## config.mk

```make
export PLATFORM = sky130hd
export DESIGN_NAME = branch_resolve_unit
export DESIGN_NICKNAME = d
export VERILOG_FILES = /design/src/rtl/branch_pkg.sv /design/src/rtl/branch_cond_eval.sv /design/src/rtl/branch_resolve_unit.sv
export SDC_FILE = /design/constraint.sdc
export NUM_CORES = 1
export LEC_CHECK = 0
export CAP_MARGIN = 15
export CELL_PAD_IN_SITES_DETAIL_PLACEMENT = 0
export CELL_PAD_IN_SITES_GLOBAL_PLACEMENT = 1
export CORE_MARGIN = 8
export CORE_UTILIZATION = 40
export DETAILED_ROUTE_END_ITERATION = 10
export PLACE_DENSITY = 0.95
export SYNTH_ARGS = -nofsm -noshare
export SYNTH_HDL_FRONTEND = slang
export SYNTH_SLANG_ARGS = --single-unit
```

## constraint.sdc

```tcl
create_clock -name clk -period 4.5 [get_ports clk]
set_input_delay 0.9 -clock clk [delete_from_list [all_inputs] [get_ports clk]]
set_output_delay 0.9 -clock clk [all_outputs]
set_load 0.005 [all_outputs]
```

## src/rtl/branch_pkg.sv

```systemverilog
// Shared types for the branch resolution path: compare codes, funct3 indices,
// the per-stage record and the resolved result record.
package branch_pkg;

    localparam int unsigned BR_XLEN = 32;
    localparam int unsigned F3_W    = 8;

    localparam int unsigned F3_BEQ  = 0;
    localparam int unsigned F3_BNE  = 1;
    localparam int unsigned F3_BLT  = 4;
    localparam int unsigned F3_BGE  = 5;
    localparam int unsigned F3_BLTU = 6;
    localparam int unsigned F3_BGEU = 7;

    typedef enum logic [2:0] {
        CMP_NONE    = 3'd0,
        CMP_EQ      = 3'd1,
        CMP_NE      = 3'd2,
        CMP_LT      = 3'd3,
        CMP_GE      = 3'd4,
        CMP_LTU     = 3'd5,
        CMP_GEU     = 3'd6,
        CMP_ILLEGAL = 3'd7
    } comp_code_t;

    typedef struct packed {
        comp_code_t           comp_code;
        logic                 taken;
        logic [BR_XLEN-1:0]   redirect_pc;
        logic                 mispredict;
        logic                 misaligned;
        logic                 illegal;
    } br_result_t;

    // Decoded/compared record held between decode and target resolution
    typedef struct packed {
        comp_code_t           comp_code;
        logic                 taken;
        logic                 illegal;
        logic                 is_ctl;
        logic                 is_jalr;
        logic                 pred_taken;
        logic [BR_XLEN-1:0]   pc;
        logic [BR_XLEN-1:0]   imm;
        logic [BR_XLEN-1:0]   rs1;
        logic [BR_XLEN-1:0]   pred_target;
    } br_stage0_t;

    // Target, fall-through and prediction check from a decoded record
    function automatic br_result_t br_finalize(input br_stage0_t s);
        br_result_t         r;
        logic [BR_XLEN-1:0] tgt;
        logic [BR_XLEN-1:0] fall;
        if (s.is_jalr) begin
            tgt = (s.rs1 + s.imm) & ~BR_XLEN'(1);
        end else begin
            tgt = s.pc + s.imm;
        end
        fall          = s.pc + BR_XLEN'(4);
        r.comp_code   = s.comp_code;
        r.taken       = s.taken;
        r.illegal     = s.illegal;
        r.redirect_pc = s.taken ? tgt : fall;
        r.mispredict  = !s.illegal &&
                        ((s.taken != s.pred_taken) || (s.taken && (s.pred_target != tgt)));
        r.misaligned  = s.taken && tgt[1];
        return r;
    endfunction

endpackage

```

## src/rtl/branch_cond_eval.sv

```systemverilog
// Combinational funct3/flag decode and operand compare for one control-transfer.
module branch_cond_eval
    import branch_pkg::*;
#(
    parameter int unsigned XLEN = 32
) (
    input  logic [F3_W-1:0] i_decoded_f3,
    input  logic            i_is_branch,
    input  logic            i_is_jal,
    input  logic            i_is_jalr,
    input  logic [XLEN-1:0] i_rs1,
    input  logic [XLEN-1:0] i_rs2,
    output comp_code_t      o_comp_code_c,
    output logic            o_taken_c,
    output logic            o_illegal_c
);

    localparam logic [F3_W-1:0] OH_BEQ  = F3_W'(1) << F3_BEQ;
    localparam logic [F3_W-1:0] OH_BNE  = F3_W'(1) << F3_BNE;
    localparam logic [F3_W-1:0] OH_BLT  = F3_W'(1) << F3_BLT;
    localparam logic [F3_W-1:0] OH_BGE  = F3_W'(1) << F3_BGE;
    localparam logic [F3_W-1:0] OH_BLTU = F3_W'(1) << F3_BLTU;
    localparam logic [F3_W-1:0] OH_BGEU = F3_W'(1) << F3_BGEU;

    logic       w_multi;
    logic       w_eq;
    logic       w_lt_s;
    logic       w_lt_u;
    comp_code_t w_cc_branch;

    assign w_multi = (i_is_branch & i_is_jal) | (i_is_branch & i_is_jalr) | (i_is_jal & i_is_jalr);
    assign w_eq    = (i_rs1 == i_rs2);
    assign w_lt_s  = ($signed(i_rs1) < $signed(i_rs2));
    assign w_lt_u  = (i_rs1 < i_rs2);

    // Exact one-hot match only; reserved, empty or multi-bit patterns fall to illegal
    always_comb begin
        w_cc_branch = CMP_ILLEGAL;
        case (i_decoded_f3)
            OH_BEQ:  w_cc_branch = CMP_EQ;
            OH_BNE:  w_cc_branch = CMP_NE;
            OH_BLT:  w_cc_branch = CMP_LT;
            OH_BGE:  w_cc_branch = CMP_GE;
            OH_BLTU: w_cc_branch = CMP_LTU;
            OH_BGEU: w_cc_branch = CMP_GEU;
            default: w_cc_branch = CMP_ILLEGAL;
        endcase
    end

    always_comb begin
        o_comp_code_c = CMP_NONE;
        o_taken_c     = 1'b0;
        o_illegal_c   = 1'b0;
        if (w_multi) begin
            o_comp_code_c = CMP_ILLEGAL;
            o_illegal_c   = 1'b1;
        end else if (i_is_branch) begin
            o_comp_code_c = w_cc_branch;
            o_illegal_c   = (w_cc_branch == CMP_ILLEGAL);
            case (w_cc_branch)
                CMP_EQ:  o_taken_c = w_eq;
                CMP_NE:  o_taken_c = !w_eq;
                CMP_LT:  o_taken_c = w_lt_s;
                CMP_GE:  o_taken_c = !w_lt_s;
                CMP_LTU: o_taken_c = w_lt_u;
                CMP_GEU: o_taken_c = !w_lt_u;
                default: o_taken_c = 1'b0;
            endcase
        end else if (i_is_jal || i_is_jalr) begin
            o_taken_c = 1'b1;
        end
    end

endmodule

```

## src/rtl/branch_resolve_unit.sv

```systemverilog
// Pipelined branch/jump resolution with valid/ready output, prediction check
// and saturating branch/mispredict counters.
module branch_resolve_unit
    import branch_pkg::*;
#(
    parameter int unsigned XLEN        = 32,
    parameter int unsigned PIPE_STAGES = 1,
    parameter int unsigned CNT_W       = 16
) (
    input  logic             clk,
    input  logic             rst_n,
    input  logic             flush,
    input  logic             in_valid,
    output logic             in_ready,
    input  logic [F3_W-1:0]  decoded_f3,
    input  logic             is_branch,
    input  logic             is_jal,
    input  logic             is_jalr,
    input  logic [XLEN-1:0]  rs1,
    input  logic [XLEN-1:0]  rs2,
    input  logic [XLEN-1:0]  pc,
    input  logic [XLEN-1:0]  imm,
    input  logic             pred_taken,
    input  logic [XLEN-1:0]  pred_target,
    output logic             out_valid,
    input  logic             out_ready,
    output logic [2:0]       comp_code,
    output logic             taken,
    output logic [XLEN-1:0]  redirect_pc,
    output logic             mispredict,
    output logic             misaligned,
    output logic             illegal,
    output logic [CNT_W-1:0] branch_cnt,
    output logic [CNT_W-1:0] mispred_cnt
);

    comp_code_t       w_cc;
    logic             w_taken;
    logic             w_illegal;
    br_stage0_t       w_s0_next;
    logic             w_adv_out;

    logic             r_out_valid;
    br_result_t       r_out;
    logic             r_out_ctl;
    logic [CNT_W-1:0] r_branch_cnt;
    logic [CNT_W-1:0] r_mispred_cnt;

    branch_cond_eval #(.XLEN(XLEN)) u_cond_eval (
        .i_decoded_f3  (decoded_f3),
        .i_is_branch   (is_branch),
        .i_is_jal      (is_jal),
        .i_is_jalr     (is_jalr),
        .i_rs1         (rs1),
        .i_rs2         (rs2),
        .o_comp_code_c (w_cc),
        .o_taken_c     (w_taken),
        .o_illegal_c   (w_illegal)
    );

    always_comb begin
        w_s0_next             = '0;
        w_s0_next.comp_code   = w_cc;
        w_s0_next.taken       = w_taken;
        w_s0_next.illegal     = w_illegal;
        w_s0_next.is_ctl      = !w_illegal && (is_branch || is_jal || is_jalr);
        w_s0_next.is_jalr     = is_jalr;
        w_s0_next.pred_taken  = pred_taken;
        w_s0_next.pc          = BR_XLEN'(pc);
        w_s0_next.imm         = BR_XLEN'(imm);
        w_s0_next.rs1         = BR_XLEN'(rs1);
        w_s0_next.pred_target = BR_XLEN'(pred_target);
    end

    assign w_adv_out = !r_out_valid || out_ready;

    generate
        if (PIPE_STAGES == 2) begin : g_two_stage
            logic       r_s0_valid;
            br_stage0_t r_s0;

            assign in_ready = !r_s0_valid || w_adv_out;

            // Stage 0: decode and compare result
            always_ff @(posedge clk or negedge rst_n) begin
                if (!rst_n) begin
                    r_s0_valid <= 1'b0;
                    r_s0       <= '0;
                end else if (flush) begin
                    r_s0_valid <= 1'b0;
                end else if (in_ready) begin
                    r_s0_valid <= in_valid;
                    if (in_valid) begin
                        r_s0 <= w_s0_next;
                    end
                end
            end

            // Stage 1: target, redirect and prediction check
            always_ff @(posedge clk or negedge rst_n) begin
                if (!rst_n) begin
                    r_out_valid <= 1'b0;
                    r_out       <= '0;
                    r_out_ctl   <= 1'b0;
                end else if (flush) begin
                    r_out_valid <= 1'b0;
                end else if (w_adv_out) begin
                    r_out_valid <= r_s0_valid;
                    if (r_s0_valid) begin
                        r_out     <= br_finalize(r_s0);
                        r_out_ctl <= r_s0.is_ctl;
                    end
                end
            end
        end else begin : g_one_stage
            assign in_ready = w_adv_out;

            always_ff @(posedge clk or negedge rst_n) begin
                if (!rst_n) begin
                    r_out_valid <= 1'b0;
                    r_out       <= '0;
                    r_out_ctl   <= 1'b0;
                end else if (flush) begin
                    r_out_valid <= 1'b0;
                end else if (w_adv_out) begin
                    r_out_valid <= in_valid;
                    if (in_valid) begin
                        r_out     <= br_finalize(w_s0_next);
                        r_out_ctl <= w_s0_next.is_ctl;
                    end
                end
            end
        end
    endgenerate

    // Counters advance on each consumed record and stick at all-ones
    always_ff @(posedge clk or negedge rst_n) begin
        if (!rst_n) begin
            r_branch_cnt  <= '0;
            r_mispred_cnt <= '0;
        end else if (r_out_valid && out_ready) begin
            if (r_out_ctl && (r_branch_cnt != '1)) begin
                r_branch_cnt <= r_branch_cnt + CNT_W'(1);
            end
            if (r_out.mispredict && (r_mispred_cnt != '1)) begin
                r_mispred_cnt <= r_mispred_cnt + CNT_W'(1);
            end
        end
    end

    assign out_valid   = r_out_valid;
    assign comp_code   = r_out.comp_code;
    assign taken       = r_out.taken;
    assign redirect_pc = XLEN'(r_out.redirect_pc);
    assign mispredict  = r_out.mispredict;
    assign misaligned  = r_out.misaligned;
    assign illegal     = r_out.illegal;
    assign branch_cnt  = r_branch_cnt;
    assign mispred_cnt = r_mispred_cnt;

endmodule

```

* After elaboration in Yosys (flattened, before gate mapping)
Index checks and enable logic that the tools add are counted.
** Word-level totals
- Register bits :: 73
- Input port bits :: 177
- Output and inout port bits :: 73
- Word-level logic and storage cells :: 78
** Cells by class
- Add/subtract/negate cells :: 5
- Order comparisons :: 2
- Eq/ne operators :: 18
- Mux-type cells :: 16
- Bitwise operators :: 6
- Reductions and logical operators :: 21
** Operator list (count)
- two-way mux 32 bit :: 5
- adder 32 bit :: 2
- less-than comparator 32 bit :: 2
- adder 16 x 1 -> 16 bit, second input constant :: 2
- adder 32 x 3 -> 32 bit, second input constant :: 1
- == test 32 bit :: 1
- inequality test 16 bit, second input constant :: 2
- inequality test 32 bit :: 1
- case mux 3 bit (6 select lines) :: 1
- == test 3 bit, second input constant :: 4
- == test 8 x 1 -> 1 bit, second input constant :: 1
- == test 8 x 2 -> 1 bit, second input constant :: 1
- == test 8 x 5 -> 1 bit, second input constant :: 1
- == test 8 x 6 -> 1 bit, second input constant :: 1
- == test 8 x 7 -> 1 bit, second input constant :: 1
- == test 8 bit, second input constant :: 1
- logical AND 1 bit :: 7
- two-way mux 1 bit :: 7
- == test 3 x 2 -> 1 bit, second input constant :: 2
- two-way mux 3 bit :: 2
- case mux 1 bit (6 select lines) :: 1
- zero test 1 bit :: 5
- logical OR 1 bit :: 5
- AND reduction 2 bit :: 2
- other kinds (7) :: 10

* Logic depth before layout (Yosys ltp)
Gate-level depths: netlist of run 1.
- Depth in word-level cells :: 9
- Mapped depth :: 14
- Depth with buffers taken out :: 13

* Cells and area by module
A second synthesis of run 1 with hierarchy kept.
** Unflattened totals
- Cells, all modules :: 1331
- Area, all modules :: 10166.0 µm²
** By module, submodules not included
- branch_resolve_unit :: instances 1, cells an instance 1167, area each 9018.6 µm², sequential area each 1826.8 µm²
- branch_cond_eval :: instances 1, cells an instance 164, area each 1147.4 µm², sequential area each 0.0 µm²

* Worst setup path after synthesis of run 1
OpenSTA, ideal clock, no wires.
- Path type :: input to register
- Start :: input pc[0]
- End :: register r_out (netlist bit mispredict)
- Library setup time :: 0.131 ns
- Data arrival time :: 3.953 ns
- Required time :: 4.369 ns
- Path slack :: 0.416 ns
- Cell stages on the path :: 13
- Path buffers :: 0
- Cell sequence :: ha_1 fa_1 a21o_1 a221oi_2 o31ai_4 a2111oi_0 a41oi_1 and3_1 xnor2_1 or3_1 or4_1 nor4_1 a31oi_1
** Between the ends
- Longest elaborated chain between the ends :: 9
** Ends and longest elaborated chain
- from (decl) :: RTL line branch_resolve_unit.sv:21 : input logic [XLEN-1:0] pc,
- adder 32 bit :: RTL line branch_pkg.sv:57 : tgt = s.pc + s.imm;
- two-way mux 32 bit :: RTL line branch_pkg.sv:54 : if (s.is_jalr) begin
- two-way mux 32 bit :: RTL line branch_resolve_unit.sv:127 : if (in_valid) begin
- two-way mux 32 bit :: RTL line branch_resolve_unit.sv:125 : end else if (w_adv_out) begin
- two-way mux 32 bit :: RTL line branch_resolve_unit.sv:123 : end else if (flush) begin
- inequality test 32 bit :: RTL line branch_pkg.sv:65 : ((s.taken != s.pred_taken) || (s.taken && (s.pred_target != tgt)));
- logical AND 1 bit :: RTL line branch_pkg.sv:65
- logical OR 1 bit :: RTL line branch_pkg.sv:65
- logical AND 1 bit :: RTL line branch_pkg.sv:64 : r.mispredict = !s.illegal &&
- to (signal assigned) :: RTL line branch_resolve_unit.sv:128 : r_out <= br_finalize(w_s0_next);
- to (decl) :: RTL line branch_resolve_unit.sv:44 : br_result_t r_out;
No other way between the ends. The select of a mux whose other input is x is not followed.
A chain may end at the register's enable or synchronous reset.

* Worst setup path after layout of run 1
Ends and elaborated chain as after synthesis.

==> results of run 1 <==
==> sequential cells by signal, summed over array words and instances (netlist names) <==
name,flops
out_valid,1
mispredict,1
mispred_cnt,16
redirect_pc,32
illegal,1
misaligned,1
taken,1
branch_cnt,16
comp_code,3
r_out_ctl,1
==> cell usage after synthesis (all sizes together) (5+ instances only) <==
library cell  count  area (µm²)
nand4            30         188
xor2             61         534
a21o             28         210
nand3            45         238
nor3             22         115
clkbuf           49         184
o2111ai           8        70.1
buf              12        60.1
ha               96        1200
nor4b             5        43.8
nor2b            14        87.6
a211oi           21         158
and3             23         144
nor4              6        37.5
or3              10        67.6
o31ai            11        96.3
o21a             13        97.6
o211ai           20         150
nor3b            10        80.1
nor2            102         383
and2              9        56.3
a21oi           106         534
o22ai             6        37.5
mux2              7        78.8
o21ai            84         424
xnor2            83         727
inv              52         195
mux2i            19         190
dfrtp            73        1830
and4              8        70.1
a211o            11        96.3
nand2b            9        56.3
nand2           164         616
nand3b            7        52.6
xnor3             5         113
a31oi            16         100
==> per-stage QoR <==
stage          utilization, %  instance area (µm²)  cells
2_1_floorplan               -                 9880   1306
3_5_place_dp             57.6                14000   2013
3_3_place_gp             57.6                14000   2013
6_report                 59.3                14400   2033
4_1_cts                  58.9                14300   2029
5_1_grt                  59.3                14400   2033
==> report_power, final <==
group          internal [W]  switching [W]
Sequential         0.000736      0.0000646
Combinational      0.000909       0.000862
Clock              0.000435       0.000298
Total               0.00208        0.00122
==> routing by layer <==
layer  global-route usage [%]  routed length (µm)  vias to the layer above
met2                     39.2               16900                      477
met1                     30.7               16200                     5283
met4                     7.44                1060                        0
met3                     4.81                2850                       68
li1                         -                   -                     5579
met5                        0                   0                        -
==> worst max path at each step <==
| stage | start | end | slack, ps |
|---|---|---|---|
| 6_report | pc[0] | mispredict$_DFFE_PN0P_ | 150 |
| 5_1_grt | imm[1] | mispredict$_DFFE_PN0P_ | -8 |
| 4_1_cts | pc[0] | mispredict$_DFFE_PN0P_ | 30 |
| 3_5_place_dp | imm[0] | mispredict$_DFFE_PN0P_ | -480 |
| 3_3_place_gp | imm[0] | mispredict$_DFFE_PN0P_ | -460 |
| 2_1_floorplan | pc[0] | mispredict$_DFFE_PN0P_ | 420 |
==> logic make-up after synthesis <==
family                     count (synthesis)
AOI/OAI and AO/OA                        370
DFF                                       73
xor gates and xnor gates                 149
adders and majority gates                 98
buffers and inverters                    113
and+or+nand+nor                          477
muxes                                     26
==> repair_timing <==
action / in CTS / in global routing
gates resized for setup: 3 / 15
buffers inserted: 0 / 3
hold buffers: 0 / 0
pin swaps: 0 / 5
setup endpoints to repair: 1 / 2
==> area by class of cell <==
cell class	instances	area [µm²]
sequential	73	1830
multi-input combinational	1120	7700
clock buffer	9	225
fill	2197	9900
tap	324	405
clock inverter	7	76.3
antenna	1	2.50
inverter	52	195
timing repair buffer	447	3980
==> tightest hold or removal path, stage by stage (launching register included) <==
cell	delay (ps)
dfrtp_1	340
nand2_1	50
o31ai_1	50
==> results.py, run 1 <==
metrics = {
    "routing": {
        "wl_per_cell_um": 18.2,
        "dr.pass1.iters": 5,
        "drt-initial-drc-count": 783,
        "routed_wl_um": 37100,
        "drc": 0,
        "ant_nets": 0,
        "vias": 11407,
        "via_per_inst": 5.61,
    },
    "global_routing": {
        "grt_pass1_wl_um": 58300,
        "antenna_found_initial": 1,
        "grt_usage_pct": 23.8,
        "grt_pass1_vias": 11068,
        "grt_max_degree": 75,
        "grt_remaining_overflow": 0,
    },
    "timing": {
        "finalCriticalPeriod_ps": 4350,
        "hold_viol": 0,
        "setup_viol": 0,
        "worst_slack_ps": 154,
        "worst_slew_pin_slew_ps": 943,
        "fmax_ghz": 0.230,
        "fin_hold_ws_ps": 477,
        "setup-tns-final_ps": 0,
        "fin_crit_sh_pct": 96.6,
        "maxSlewHeadroom_pct": 37.1,
        "fin_skew_ps": 11.0,
        "drv_slew": 0,
    },
    "power_and_ir_drop": {
        "p_total_w": 0.00330,
        "powerDensity_nw_per_um2": 229,
        "p_leak_nw": 6.41,
        "ir_worst_vdd_v": 0.000186,
    },
    "synthesis": {
        "syn_nets": 1581,
        "synth_adder_area_share_pct": 12.6,
        "synthMuxAreaShare_pct": 2.72,
        "yosysSeqAreaShare_pct": 18.5,
        "synth_edf_count": 0,
        "async_flop_share_pct": 100,
        "yosysUniqueCellTypes": 79,
        "synth_top_family_by_area": "compound AO/OA/AOI/OAI gates",
        "syn_inst": 1306,
        "netlist_area_um2": 9880,
        "ys_ff_latch": 73,
        "ys.flop_type": "dfrtp_1",
        "synth_compound_area_share_pct": 24.1,
        "synth_xor_area_share_pct": 13.9,
        "yosys.area_share.simple_pct": 23.7,
        "yosysWarnings": 0,
        "avgSynthCellArea_um2": 7.57,
    },
    "worst_setup_path": {
        "crit_arrival_ps": 4570,
        "r2r_end": "mispredict$_DFFE_PN0P_",
        "crit_top_cell": "buf_4",
        "cp_max_fo": 5,
        "start_kind": "primary input",
        "cp_num_cells": 17,
        "criticalPathCategory": "primary input to flop",
        "reg2reg_slack_ps": 1440,
        "path_buf_inv": 4,
        "endpoint_kind": "flop",
        "cp_top_family": "compound AO/OA/AOI/OAI gates",
        "reg2regPathDepth": 13,
        "regToRegStartpoint": "out_valid$_DFFE_PN0P_",
        "cp_slowest_cell": "clkdlybuf4s50_1",
        "max_stage_delay_ps": 450,
        "crit_chain": "clkdlybuf4s50_1 -> ha_1 -> fa_2 -> a21o_1 -> a221oi_2 -> buf_4 -> o31ai_4 -> buf_4 -> a41oi_1 -> buf_4 -> o21ai_1 -> xnor2_1 -> nor2_1 -> a211o_1 -> a211o_1 -> nor4_2 -> a31oi_1",
        "crit_required_ps": 4720,
    },
    "cts": {
        "root_buffer": "clkbuf_16",
        "clock_latency_ps": 340,
        "htreeDepth": 3,
        "path_clk_slew_ps": 70,
        "numClockSinks": 73,
        "clk_path_buf_depth": 2,
        "cts_buffers": 9,
        "cts_tree": "built",
    },
    "floorplanning": {
        "num_io_pins": 250,
        "fp-row-count": 57,
        "initial_core_util_pct": 40.6,
        "die_w_um": 173,
        "die_y_um": 173,
        "coreArea_um2": 24300,
        "die-area_um2": 30000,
    },
    "worst_hold_path": {
        "hold_path.class": "flop to flop",
        "holdPathEnd": "comp_code[0]$_DFFE_PN0P_",
        "min_path_cells": 2,
        "hold_start": "comp_code[0]$_DFFE_PN0P_",
    },
    "placed_design": {
        "pre_cts_ws_ps": -483,
        "gp_congestion": 0.980,
        "hpwl_um": 31400,
        "io_buffers": 249,
    },
    "cells_and_area": {
        "area_growth_pct": 45.9,
        "nets": 1978,
        "layout_common_cells": "clkdlybuf4s50_1 (247), buf_4 (198), nand2_1 (164), a21oi_1 (104), nor2_1 (102)",
        "drive_above_1_share_pct": 14.6,
        "final_common_cell": "clkdlybuf4s50_1",
    },
    "flow_run": {
        "max_cap_violations": 0,
    },
    "status": {
        "status": "finished clean",
    },
}
(Power assumes the default switching activity.)
==> run 2: changes to the inputs <==
--- a/config.mk
+++ b/config.mk
@@ -8,7 +8,6 @@
 export CAP_MARGIN = 15
 export CELL_PAD_IN_SITES_DETAIL_PLACEMENT = 0
 export CELL_PAD_IN_SITES_GLOBAL_PLACEMENT = 1
-export CORE_MARGIN = 8
 export CORE_UTILIZATION = 40
 export DETAILED_ROUTE_END_ITERATION = 10
 export PLACE_DENSITY = 0.95
==> run 2 against run 1 <==
Compared with the run above:
- final cell count down 0.89%
- via count down 1.5%
- clock skew up 1.8 ps
- clock-buffer cell count up 2
- maximum frequency down 0.24%
==> results.py, run 2 (synthesis results as in run 1) <==
metrics = {
    "cts": {
        "root_buffer": "clkbuf_16",
        "clock_latency_ps": 340,
        "clk_path_buf_depth": 2,
        "cts_tree": "built",
        "ctsHoldBuffers": 0,
        "cts_buffers": 9,
        "htreeDepth": 3,
        "numClockSinks": 73,
        "path_clk_slew_ps": 70,
    },
    "cells_and_area": {
        "layout_common_cells": "clkdlybuf4s50_1 (246), buf_4 (180), nand2_1 (164), a21oi_1 (105), nor2_1 (102)",
        "nets": 1960,
        "fin_cells": 2015,
        "drive_above_1_share_pct": 13.4,
        "area_growth_pct": 44.0,
        "n_fill_cell": 2240,
        "finish.utilization_pct": 58.7,
        "final_common_cell": "clkdlybuf4s50_1",
        "fin_area_um2": 14200,
        "largest_register_ffs": 32,
    },
    "timing": {
        "worst_slack_ps": 144,
        "setup-tns-final_ps": 0,
        "drv_slew": 0,
        "rsz0062_at_grt": "false",
        "setup_viol": 0,
        "fin_crit_sh_pct": 96.8,
        "fmax_ghz": 0.230,
        "maxSlewHeadroom_pct": 38.1,
        "finalCriticalPeriod_ps": 4360,
        "worst_slew_pin_slew_ps": 929,
        "fin_skew_ps": 12.8,
        "hold_viol": 0,
    },
    "flow_run": {
        "max_cap_violations": 0,
    },
    "placed_design": {
        "dp.cells": 1997,
        "io_buffers": 249,
        "postPlaceCellArea_um2": 13900,
        "pre_cts_ws_ps": -488,
        "gp_congestion": 0.996,
        "hpwl_um": 29200,
    },
    "routing": {
        "via_per_inst": 5.58,
        "routed_wl_um": 34800,
        "drt-initial-drc-count": 1230,
        "vias": 11239,
        "dr.pass1.iters": 6,
        "wl_per_cell_um": 17.3,
        "drc": 0,
        "ant_nets": 0,
    },
    "worst_hold_path": {
        "hold_path.class": "flop to flop",
        "hold_start": "comp_code[0]$_DFFE_PN0P_",
    },
    "power_and_ir_drop": {
        "p_leak_nw": 6.30,
        "p_switching_w": 0.00120,
        "clock_power_share_pct": 21.1,
        "combinationalPowerShare_pct": 53.9,
        "powerDensity_nw_per_um2": 226,
        "p_sw_share_pct": 37.3,
        "ir_worst_vdd_v": 0.000263,
        "cell_internal_pwr_w": 0.00202,
        "p_seq_share_pct": 25.0,
    },
    "status": {
        "status": "finished clean",
    },
    "floorplanning": {
        "initial_core_util_pct": 40.8,
        "die_w_um": 159,
        "coreArea_um2": 24200,
        "num_io_pins": 250,
        "die-area_um2": 25300,
        "fp-row-count": 57,
        "die_y_um": 159,
    },
    "global_routing": {
        "grt_remaining_overflow": 0,
        "grt_usage_pct": 27.0,
        "grt_pass1_vias": 10767,
        "antenna_found_initial": 1,
        "grt_pass1_wl_um": 54600,
        "grt_max_degree": 75,
    },
    "worst_setup_path": {
        "reg2reg_slack_ps": 1420,
        "start_kind": "primary input",
        "crit_top_cell": "a21oi_1",
        "crit_arrival_ps": 4570,
        "cp_num_cells": 14,
        "criticalPathCategory": "primary input to flop",
        "crit_chain": "clkdlybuf4s50_1 -> inv_1 -> ha_1 -> a21oi_1 -> o21ai_0 -> a221o_1 -> a211o_1 -> a21oi_1 -> a32oi_1 -> a22o_2 -> or3_1 -> or4_1 -> nor4_1 -> a31oi_1",
        "startpoint": "rs2[17]",
        "path_buf_inv": 2,
        "max_stage_delay_ps": 490,
        "reg2regPathDepth": 13,
        "r2r_end": "mispredict$_DFFE_PN0P_",
        "crit_required_ps": 4710,
        "cp_max_fo": 2,
        "cp_slowest_cell": "or4_1",
        "cp_top_family": "compound AO/OA/AOI/OAI gates",
        "regToRegStartpoint": "out_valid$_DFFE_PN0P_",
        "endpoint_kind": "flop",
        "endpoint": "mispredict$_DFFE_PN0P_",
    },
}
[run 2: changes by cell type in the layout (fill, tap and decap cells not counted), moves of 2 or more]
cell / before / now
a211oi_2: 2 / 0
clkinvlp_4: 1 / 3
a211oi_1: 19 / 21
clkinv_2: 2 / 0
buf_4: 198 / 180
[run 2: worst min-delay path by stage]
stage / slack [ps] / cells after the start / end
2_1_floorplan: 450 / 2 / r_out_ctl$_DFFE_PN0P_
3_3_place_gp: 460 / 2 / redirect_pc[14]$_DFFE_PN0P_
3_5_place_dp: 470 / 2 / comp_code[0]$_DFFE_PN0P_
4_1_cts: 480 / 2 / comp_code[0]$_DFFE_PN0P_
5_1_grt: 490 / 1 / redirect_pc[27]$_DFFE_PN0P_
6_report: 470 / 2 / comp_code[0]$_DFFE_PN0P_
[run 2: layout make-up]
class / count / area [µm²] / share of cell area [%]
multi-input combinational: 1120 / 7670 / 53.9
timing repair buffer: 429 / 3850 / 27.1
sequential: 73 / 1830 / 12.8
tap: 324 / 405 / 2.85
clock buffer: 11 / 243 / 1.71
inverter: 52 / 195 / 1.37
clock inverter: 5 / 40.0 / 0.281
antenna: 1 / 2.50 / 0.0176
[run 2: metrics by stage]
| step | hold WS [ps] | power, W |
|---|---|---|
| floorplan | 450 | 0.00166 |
| global placement | 461 | 0.00248 |
| detailed placement | 466 | 0.00251 |
| CTS | 479 | 0.00320 |
| global route | 493 | 0.00342 |
| finish | 472 | 0.00322 |
[run 2: per-layer routing]
metal | part of all wire [%] | wire length, µm | global-route usage, %
met1 | 45 | 15500 | 36.0
met2 | 45 | 15800 | 45.0
met3 | 6.9 | 2400 | 3.13
met4 | 3.2 | 1120 | 9.75
met5 | 0 | 0 | 0
[run 2: power by group through the flow]
stage	combinational (W)	sequential, W	clock (W)
final	0.00173	0.000803	0.000680
after global routing	0.00189	0.000815	0.000717
after CTS	0.00171	0.000803	0.000691
after detailed placement	0.00170	0.000815	0
after global placement	0.00167	0.000812	0
after floorplan	0.000855	0.000806	0
[run 2: worst register-to-register path, delay by kind of cell, from the launching register on]
kind,cells,cell delay [ps]
and+or+nand+nor,5,1210
AOI/OAI and AO/OA,5,950
buffers and inverters,3,430
DFF,1,400
[run 2: repair_timing]
action / CTS / global route
setup buffers: 0 / 1
pin swaps: 0 / 2
setup endpoints to repair: 1 / 1
resized for setup: 3 / 10
